$ cat config.mk
export PLATFORM = sky130hd
export DESIGN_NAME = alu_issue_stage
export DESIGN_NICKNAME = d
export VERILOG_FILES = /design/src/rtl/alu_issue_stage.sv
export SDC_FILE = /design/constraint.sdc
export NUM_CORES = 1
export LEC_CHECK = 0
export ABC_AREA = 1
export ABC_CLOCK_PERIOD_IN_PS = 6500
export CORE_MARGIN = 10
export CORE_UTILIZATION = 48
export CTS_CLUSTER_SIZE = 40
export DETAILED_ROUTE_END_ITERATION = 8
export GPL_ROUTABILITY_DRIVEN = 0
export GPL_TIMING_DRIVEN = 0
export PLACE_DENSITY = 0.89
export SLEW_MARGIN = 10
export SYNTH_ARGS = -nofsm -noshare
export SYNTH_HDL_FRONTEND = slang
export SYNTH_SLANG_ARGS = --single-unit
$ cat constraint.sdc
create_clock -name clk -period 6.5 [get_ports clk]
set_clock_uncertainty 0.15 [all_clocks]
set_input_delay 1.625 -clock clk [delete_from_list [all_inputs] [get_ports clk]]
set_output_delay 1.625 -clock clk [all_outputs]
set_load 0.02 [all_outputs]
$ cat src/rtl/alu_issue_stage.sv
// ID/EX issue stage for a 32-bit MIPS ALU: decodes to the ALU control code, resolves
// operands with EX/MEM forwarding, and presents them through a 2-entry skid buffer.
module alu_issue_stage #(
  parameter int WIDTH = 32,
  parameter int CNT_W = 8
) (
  input  logic             clk,
  input  logic             reset,
  input  logic             in_valid,
  output logic             in_ready,
  input  logic [5:0]       opcode,
  input  logic [5:0]       funct,
  input  logic [4:0]       rs_idx,
  input  logic [4:0]       rt_idx,
  input  logic [4:0]       rd_idx,
  input  logic [WIDTH-1:0] rs_data,
  input  logic [WIDTH-1:0] rt_data,
  input  logic [15:0]      imm16,
  input  logic             fwd_en,
  input  logic [4:0]       fwd_idx,
  input  logic [WIDTH-1:0] fwd_data,
  output logic             out_valid,
  input  logic             out_ready,
  output logic [3:0]       alu_control,
  output logic [WIDTH-1:0] alu_a,
  output logic [WIDTH-1:0] alu_b,
  output logic [4:0]       dest_idx,
  output logic             reg_write,
  output logic             is_branch,
  output logic             illegal_op,
  output logic [CNT_W-1:0] illegal_count
);

  typedef enum logic [1:0] {EMPTY, HALF, FULL} state_e;

  typedef struct packed {
    logic [3:0]       ctrl;
    logic [WIDTH-1:0] a;
    logic [WIDTH-1:0] b;
    logic [4:0]       dest;
    logic             rw;
    logic             br;
  } entry_t;

  state_e           state_q, state_d;
  entry_t           main_q, main_d;
  entry_t           skid_q, skid_d;
  logic             illegal_op_q, illegal_op_d;
  logic [CNT_W-1:0] illegal_count_q, illegal_count_d;

  logic             legal;
  entry_t           new_ent;
  logic [WIDTH-1:0] rs_val, rt_val, imm_sext, imm_zext;
  logic             accept, push, pop;

  assign in_ready = (state_q != FULL);
  assign out_valid = (state_q != EMPTY);
  assign accept = in_valid & in_ready;
  assign push = accept & legal;
  assign pop = out_valid & out_ready;

  // Register 0 is hard-wired to zero, so it must never pick up a forwarded value.
  always_comb begin
    rs_val = rs_data;
    if (rs_idx == 5'd0) rs_val = '0;
    else if (fwd_en && (fwd_idx == rs_idx)) rs_val = fwd_data;
    rt_val = rt_data;
    if (rt_idx == 5'd0) rt_val = '0;
    else if (fwd_en && (fwd_idx == rt_idx)) rt_val = fwd_data;
    imm_sext = {{(WIDTH-16){imm16[15]}}, imm16};
    imm_zext = {{(WIDTH-16){1'b0}}, imm16};
  end

  always_comb begin
    legal = 1'b1;
    new_ent = '0;
    new_ent.a = rs_val;
    unique case (opcode)
      6'h00: begin
        new_ent.b = rt_val;
        new_ent.dest = rd_idx;
        new_ent.rw = 1'b1;
        unique case (funct)
          6'h24: new_ent.ctrl = 4'b0000;
          6'h25: new_ent.ctrl = 4'b0001;
          6'h20: new_ent.ctrl = 4'b0010;
          6'h22: new_ent.ctrl = 4'b0110;
          6'h2A: new_ent.ctrl = 4'b0111;
          6'h27: new_ent.ctrl = 4'b1100;
          default: legal = 1'b0;
        endcase
      end
      6'h08: begin new_ent.ctrl = 4'b0010; new_ent.b = imm_sext; new_ent.dest = rt_idx; new_ent.rw = 1'b1; end
      6'h0A: begin new_ent.ctrl = 4'b0111; new_ent.b = imm_sext; new_ent.dest = rt_idx; new_ent.rw = 1'b1; end
      6'h0C: begin new_ent.ctrl = 4'b0000; new_ent.b = imm_zext; new_ent.dest = rt_idx; new_ent.rw = 1'b1; end
      6'h0D: begin new_ent.ctrl = 4'b0001; new_ent.b = imm_zext; new_ent.dest = rt_idx; new_ent.rw = 1'b1; end
      6'h23: begin new_ent.ctrl = 4'b0010; new_ent.b = imm_sext; new_ent.dest = rt_idx; new_ent.rw = 1'b1; end
      6'h2B: begin new_ent.ctrl = 4'b0010; new_ent.b = imm_sext; end
      6'h04: begin new_ent.ctrl = 4'b0110; new_ent.b = rt_val; new_ent.br = 1'b1; end
      default: legal = 1'b0;
    endcase
  end

  always_comb begin
    state_d = state_q;
    main_d = main_q;
    skid_d = skid_q;
    unique case (state_q)
      EMPTY: if (push) begin main_d = new_ent; state_d = HALF; end
      HALF: begin
        if (push && pop) main_d = new_ent;
        else if (push) begin skid_d = new_ent; state_d = FULL; end
        else if (pop) state_d = EMPTY;
      end
      FULL: if (pop) begin main_d = skid_q; state_d = HALF; end
      default: state_d = EMPTY;
    endcase
    illegal_op_d = accept & ~legal;
    illegal_count_d = illegal_count_q;
    if (illegal_op_d && (illegal_count_q != '1)) illegal_count_d = illegal_count_q + CNT_W'(1);
  end

  always_ff @(posedge clk or posedge reset) begin
    if (reset) begin
      state_q <= EMPTY;
      main_q <= '0;
      skid_q <= '0;
      illegal_op_q <= 1'b0;
      illegal_count_q <= '0;
    end else begin
      state_q <= state_d;
      main_q <= main_d;
      skid_q <= skid_d;
      illegal_op_q <= illegal_op_d;
      illegal_count_q <= illegal_count_d;
    end
  end

  assign alu_control = main_q.ctrl;
  assign alu_a = main_q.a;
  assign alu_b = main_q.b;
  assign dest_idx = main_q.dest;
  assign reg_write = main_q.rw;
  assign is_branch = main_q.br;
  assign illegal_op = illegal_op_q;
  assign illegal_count = illegal_count_q;

endmodule
======== Yosys cells after proc, flatten, opt, wreduce, memory -nomap -nowiden ========
Index checks and enable logic that the tools add are counted.
storage, ports and cells
  flip-flop bits (word level) ............. 161
  input port bits ......................... 149
  output and inout port bits .............. 86
  logic and storage cells ................. 87
operators by class
  $add $sub $neg .......................... 1
  equality and inequality tests ........... 24
  multiplexer cells ....................... 21
  bitwise operators ....................... 6
  reductions and logical operators ........ 20
operators by type and width
  kind                 number
  $mux 75              3
  $pmux 75 s3          1
  $mux 32              4
  $pmux 32 s3          1
  $eq 6x6->1 const B   8
  $pmux 4 s5           2
  $eq 6x4->1 const B   4
  $pmux 6 s2           1
  $eq 5x5->1           2
  $logic_not 5->1      2
  $mux 2               5
  $ne 2x2->1 const B   5
  $add 8x1->8 const B  1
  $ne 8x8->1 const B   1
  $reduce_and 4->1     2
  $reduce_or 7->1      1
  $eq 6x3->1 const B   1
  $logic_not 6->1      1
  $pmux 2 s3           1
  $reduce_or 6->1      1
  $reduce_or 5->1      1
  $and 1x1->1          4
  $logic_and 1x1->1    4
  $reduce_or 2->1      2
  other kinds (12)     14

======== Depth between registers and ports, before layout ========
Gate-level depths: netlist of the first run.
  word-level depth ........................ 8
  gate-level depth with buffers ........... 13
  mapped depth without buffers ............ 12

======== Least setup slack after synthesis of the first run ========
No wires, ideal clock.
  path type ............................... input port to flip-flop
  start ................................... input opcode[3]
  end ..................................... register skid_q[39] in the netlist's numbering
  data arrival time ....................... 2.755 ns
  path slack .............................. 3.464 ns
  stages .................................. 10
  buffers on the path ..................... 2
  cells stage by stage .................... nor2_1 inv_1 nor2_1 nand2_1 nand3_2 nand4_2 buf_4 buf_2 nand2_1 o21ai_0
on the way
  longest elaborated chain between the ends .. 7
  elaborated cells between the ends (all ways) .. 14
  those cells by class .................... eq/ne: 7; mux: 1; bitwise: 2; reduce/logical: 4
ends and longest elaborated chain
  what                                      RTL line  RTL
  start, declared                           11        input logic [5:0] opcode,
  $eq 6x3->1, or another cell as far along  78        unique case (opcode)
  $reduce_or 7->1 (no line)                 -
  $pmux 1 s2 (*)                            78
  $and 1x1->1 (*)                           59        assign push = accept & legal;
  $logic_and 1x1->1                         111       if (push && pop) main_d = new_ent;
  $not 1->1 (no line)                       -
  $reduce_and 3->1 (no line) (*)            -
  end signal, assigned                      133       skid_q <= skid_d;
  end, declared                             47        entry_t skid_q, skid_d;
Every way passes the cells marked *; elsewhere a longest branch is shown, timed or not.
A chain may end at the register's enable or synchronous reset.

======== Final worst setup path of the first run ========
  start ................................... register state_q[1]
  end ..................................... output in_ready
on the way
  longest elaborated chain between the ends .. 1
ends and longest elaborated chain
  what                    RTL line  RTL
  start, declared         45        state_e state_q, state_d;
  start signal, assigned  131       state_q <= state_d;
  $ne 2x2->1              56        assign in_ready = (state_q != FULL);
  end, declared           10        output logic in_ready,
No other way between the ends.

==> results.md, run 1 <==
- CTS tree: built
- Status: complete, no violations
- Vias/cell: 5.506
- Post-synthesis sequential area ratio: 0.4282
- Initial core utilization: 0.4850
- Overflow after GRT: 0
- Synth Net Count: 1571
- Post-Syn Instances: 1421
- IO Pins: 235
- Vias in the first global route: 10640
- Clock Latency Late Sink: 440 ps
- Int Pwr: 2.055 mW
- Critical path class: reg -> out
- Wire length on met3: 3996 µm
- Final setup vio count: 0
- HP Class: reg -> reg
- All-Layer GR Usage: 0.2706
- Site Rows: 51
- Final setup margin: 2138 ps
- Pre-CTS setup slack: 2226 ps
- Post-CTS Hold Buffers: 0
- Part of the power in the clock network: 0.321
- CP Capture Type: output port
- Hold Path Stages: 2
- PostCTS Resize Cnt: 0
- Setup TNS: 0 ps
- Slew at the pin closest to its max-slew limit: 826.2 ps
- Switching share of power: 0.3237
- Die Width: 160.0 µm
- Longest Clk Path Bufs: 2
- Uppermost routed layer: met4
- Share of layout cells above drive strength 1: 0.05154
- Synth Cell Area: 0.009409 mm²
- Leak: 6.854 nW
- Fmax: 229.3 MHz
- Worst R2R Setup Slack: 4030 ps
- Hpwl dp: 26850 µm
- Max FO, Critical Path: 10
- Fill cells: 1665
- First-pass GRT wire length: 55680 µm
- Final wirelength: 35260 µm
- Cell variety after synth: 27
- Die Y: 160.0 µm
- Detailed-route DRC error count: 0
- Ys async rst share: 1.000
- RSZ-0062 raised after global routing: no
- Ys Warns: 0
- Sink Count: 161
- Via count: 10760
- Net switching power: 0.9836 mW
- Tcrit/Tclk final: 0.6710
- Min Tclk post-route: 4362 ps
- Clk slew on worst S/H paths: 60 ps
- Max-Cap Viols: 0
- Metal-1 WL: 13570 µm
- Worst IR Drop VDD: 0.1714 mV
- Avg Inst Size Synth: 6.621 µm²
- Final #Nets: 1825
- 1st-iter DRT viols: 1372
- Sequential share of power: 0.404
- Hold violation total from the final report: 0
- Logic pwr share: 0.275
- Htree depth: 4
- Met2 wire length: 16400 µm
- Pwr per Cell Area: 239.7 mW/mm²
- Largest net degree at the start of global routing: 95
- Worst r2r path cells: 7
- Setup crit start kind: register
- Synth Register Bits: 161
- Drt wl/cell: 18.05 µm
- CTS Buf Count: 17
- CTS Root Buffer Type: clkbuf_16
- Max-slew violation count: 0
- Max-slew headroom: 0.4492
- Synthesis-to-layout area growth: 34.73%
- Port Buffer Count: 234
- Pre-antenna DRT Iters: 5
- Antenna Nets Post-Route: 0
- Worst Path Required: 4720 ps
- Core Area: 0.01940 mm²
- Post-synth EDFFs: 0
- CP arrival: 2590 ps
- Die area: 0.02560 mm²
- Main synth FF type: dfrtp_1
- Initial antenna violation count: 0
- Post-CTS Setup Inserts: 0
power by group through the flow:
stage	clock network, mW	logic (mW)	registers, mW
3_5_place_dp	0	0.832	1.24
3_3_place_gp	0	0.811	1.24
5_1_grt	1.02	0.909	1.24
6_report	0.976	0.836	1.23
4_1_cts	0.975	0.840	1.23
2_1_floorplan	0	0.271	1.36
cell usage after synthesis, types with 5 or more instances:
library cell,n,share of area
nand2_1,725,0.29
dfrtp_1,161,0.43
nand3_1,161,0.086
inv_1,100,0.040
nand4_1,67,0.045
clkbuf_1,47,0.019
o21ai_0,34,0.018
nor2_1,32,0.013
buf_2,30,0.016
o21ai_1,17,0.0090
buf_1,7,0.0028
inv_2,6,0.0024
buf_6,5,0.0060
metal layers:
| metal | track usage | up-vias |
|---|---|---|
| met5 | 0 | - |
| met4 | 0.1210 | 0 |
| met3 | 0.08201 | 101 |
| met2 | 0.4316 | 656 |
| met1 | 0.3311 | 5016 |
| li1 | - | 4985 |
logic make-up (layout without fill, tap and decap cells):
kind of cell,after synthesis,count (layout),share of synthesized area
compound gates,51,51,0.02713
xor+xnor,7,7,0.006516
flops,161,161,0.4282
other cells,0,1,0
fa+ha+maj,1,1,0.001330
buf+inv,198,465,0.08816
simple gates,1003,1003,0.4487
stage by stage:
stage / total power, mW / cells / utilization / hold WS [ps] / area [µm²]
6_report: 3.039 / 1954 / 0.6535 / 330.0 / 12680
5_1_grt: 3.168 / 1953 / 0.6534 / 355.4 / 12670
4_1_cts: 3.042 / 1953 / 0.6534 / 332.1 / 12670
3_5_place_dp: 2.076 / 1921 / 0.6247 / 315.1 / 12120
3_3_place_gp: 2.049 / 1920 / 0.6229 / 312.0 / 12080
2_1_floorplan: 1.635 / 1421 / - / 299.2 / 9409
placed cells by master (no fill, tap or decap), drive strengths merged:
| cell type | synthesis | layout |
|---|---|---|
| o21ai | 51 | 51 |
| clkbuf | 47 | 68 |
| bufinv | 0 | 1 |
| nor2 | 37 | 37 |
| clkinvlp | 0 | 6 |
| inv | 106 | 108 |
| xnor2 | 3 | 3 |
| nor3 | 6 | 6 |
| nand3 | 163 | 163 |
| ha | 1 | 1 |
| xor2 | 4 | 4 |
| nor4 | 1 | 1 |
| dfrtp | 161 | 161 |
| nand3b | 1 | 1 |
| clkdlybuf4s50 | 0 | 234 |
| buf | 45 | 46 |
| clkinv | 0 | 2 |
| diode | 0 | 1 |
| nand2 | 726 | 726 |
| nand4 | 69 | 69 |
registers in the layout (all words and copies together), names as in the netlist:
name	cells
skid_q	75
alu_a	32
alu_b	32
illegal_count	8
dest_idx	5
alu_control	4
state_q	2
illegal_op	1
is_branch	1
reg_write	1
worst max-delay path, stage by stage, from the launching register on:
cell	delay, ps
dfrtp_1	410
inv_2	120
nor2_2	130
inv_1	90
clkbuf_1	390
buf_2	330
clkdlybuf4s50_1	660
worst paths after layout:
kind / from / endpoint
setup reg to reg: state_q[1]$_DFFE_PP0P_ / alu_a[25]$_DFFE_PP0P_
setup / recovery: state_q[1]$_DFFE_PP0P_ / in_ready
hold reg to reg: skid_q[4]$_DFFE_PP0P_ / skid_q[4]$_DFFE_PP0P_
min in group asynchronous: reset / alu_control[1]$_DFFE_PP0P_
max in group asynchronous: reset / alu_a[24]$_DFFE_PP0P_
hold / removal: skid_q[4]$_DFFE_PP0P_ / skid_q[4]$_DFFE_PP0P_
final cells by class:
class / count / area [µm²] / share of cell area
tap: 265 / 331.6 / 0.02615
inverter: 106 / 405.4 / 0.03198
buffer: 92 / 431.7 / 0.03405
sequential: 161 / 4029 / 0.3178
multi-input combinational: 1062 / 4551 / 0.3590
clock inverter: 11 / 106.4 / 0.008389
clock buffer: 21 / 450.4 / 0.03553
antenna: 1 / 2.502 / 0.0001974
timing repair buffer: 235 / 2370 / 0.1869
(Power assumes the default switching activity.)
==> inputs of run 2 (changes only) <==
ABC_CLOCK_PERIOD_IN_PS = 3600   (was 6500)
CORE_UTILIZATION = 45   (was 48)
PLACE_DENSITY = 0.88   (was 0.89)
clock period = 3.6 ns   (was 6.5 ns; I/O delays follow)
==> results.md, run 2 (same netlist as run 1, synthesis figures left out) <==
- 1st-iter DRT viols: 1257
- Longest Clk Path Bufs: 2
- Pwr per Cell Area: 441.2 mW/mm²
- Max-slew headroom: 0.4627
- Most common cell after layout, fill and taps aside: nand2_1
- Tcrit/Tclk final: 0.9526
- First-pass GRT wire length: 55520 µm
- Pre-antenna DRT Iters: 6
- CP Capture Type: output port
- Post-Layout Cell Count: 1961
- IO Pins: 235
- Die Width: 164.6 µm
- WP buf/inv: 4
- Largest net degree at the start of global routing: 38
- Max FO, Critical Path: 11
- Final wirelength: 35890 µm
- CTS Root Buffer Type: clkbuf_16
- Setup crit start kind: register
- Final #Nets: 1828
- Status: complete, no violations
- All-Layer GR Usage: 0.2619
- Initial core utilization: 0.4606
- Worst Path Required: 2550 ps
- # diodes: 0
- Post-CTS Setup Inserts: 0
- Hpwl dp: 27800 µm
- Htree depth: 4
- DP Area: 0.01220 mm²
- CP arrival: 2380 ps
- Setup TNS: 0 ps
- Share of layout cells above drive strength 1: 0.05500
- Final instance area: 0.01281 mm²
- Fill cells: 1814
- Largest register by flop count: skid_q
- Final setup vio count: 0
- Drt wl/cell: 18.30 µm
- Die Y: 164.6 µm
- Hold violation total from the final report: 0
- CTS tree: built
- Clock Latency Late Sink: 440 ps
- Min Tclk post-route: 3430 ps
- HP Class: reg -> reg
- Clk slew on worst S/H paths: 60 ps
- Largest stage delay on the critical path: 680 ps
- Max FFs per register: 75
- Detailed-route DRC error count: 0
- Core Area: 0.02043 mm²
- Leak: 6.924 nW
- Sink Count: 161
- Overflow after GRT: 0
- Initial antenna violation count: 1
- Fmax: 291.6 MHz
- RSZ-0062 raised after global routing: no
- Crit-path cells: inv_2, nor2_4, inv_1, buf_2, clkdlybuf4s50_1
- Top Family by Delay on Critical Path: buffers and inverters
- Overall power: 5.653 mW
- Via count: 10730
- Max-Cap Viols: 0
- Critical path class: reg -> out
- Antenna Nets Post-Route: 0
- CTS Buf Count: 17
- Vias in the first global route: 10750
- Synthesis-to-layout area growth: 36.16%
- CP max stage cell: clkdlybuf4s50_1
- Slew at the pin closest to its max-slew limit: 800.6 ps
- DP Cell Count: 1930
- Port Buffer Count: 234
- Max-slew violation count: 0
- Die area: 0.02709 mm²
- Worst IR Drop VDD: 0.2896 mV
- Commonest cells after routing, fill and taps aside: 725 x nand2_1, 234 x clkdlybuf4s50_1, 161 x nand3_1, 161 x dfrtp_1, 99 x inv_1
- Vias/cell: 5.471
- Site Rows: 52
==> run 2: changes by cell type in the layout (fill, tap and decap cells not counted), sizes merged <==
cell      delta
diode        -1
clkinvlp     -2
bufinv       +2
inv          +2
buf          +4
clkbuf       -4
clkinv       +1
==> run 2: final timing paths <==
path | cells past startpoint | slack [ps] | to | start
max reg2reg | 9 | 1200 | alu_a[30]$_DFFE_PP0P_ | state_q[1]$_DFFE_PP0P_
min reg2reg | 2 | 330 | skid_q[8]$_DFFE_PP0P_ | skid_q[8]$_DFFE_PP0P_
max | 5 | 170 | in_ready | state_q[1]$_DFFE_PP0P_
max in group asynchronous | 6 | 1410 | alu_a[17]$_DFFE_PP0P_ | reset
min in group asynchronous | 2 | 700 | dest_idx[3]$_DFFE_PP0P_ | reset
min | 2 | 330 | skid_q[8]$_DFFE_PP0P_ | skid_q[8]$_DFFE_PP0P_
==> run 2: cell type report <==
class	instances	area, µm²	area share
plain buffers	91	427.9	0.03340
clock buffers	18	429.2	0.03350
clock inverters	14	180.2	0.01406
inverters	106	401.6	0.03135
multi-input cells	1062	4556	0.3556
flip-flops and latches	161	4029	0.3145
well taps	270	337.8	0.02637
repair buffers	239	2450	0.1912
==> run 2: repair_timing <==
item | CTS | global route
endpoints found under the setup margin | 1 | 1
hold buffers | 0 | 0
cloned | 0 | 0
resized for setup | 0 | 1
==> run 2: power breakdown <==
group	switching [mW]	internal, mW	total, mW	leakage [nW]
sequential	0.168	2.05	2.22	2.18
clock	0.808	1.10	1.91	0.291
combinational	0.827	0.696	1.52	4.45
==> run 2: through the flow <==
step	hold slack, ps	utilization	worst slack (ps)
after floorplan	299.2	-	507.2
after global placement	311.8	0.5919	-875.8
after CTS	333.1	0.6268	79.65
after detailed placement	315.5	0.5972	9.404
after global routing	344.0	0.6271	45.42
final	331.5	0.6271	170.5
==> run 2: tightest hold or removal path: stages, from the launching register on <==
cell	delay [ps]
dfrtp_1	340
nand2_1	50
nand2_1	50
==> run 2: routing by layer <==
metal  vias to the layer above  wire length, µm  global-route usage
li1                       4992                -                   -
met2                       597            16380              0.4118
met5                         -                8                   0
met4                         2             1466              0.1184
met1                      5039            14250              0.3315
met3                        98             3784             0.06945
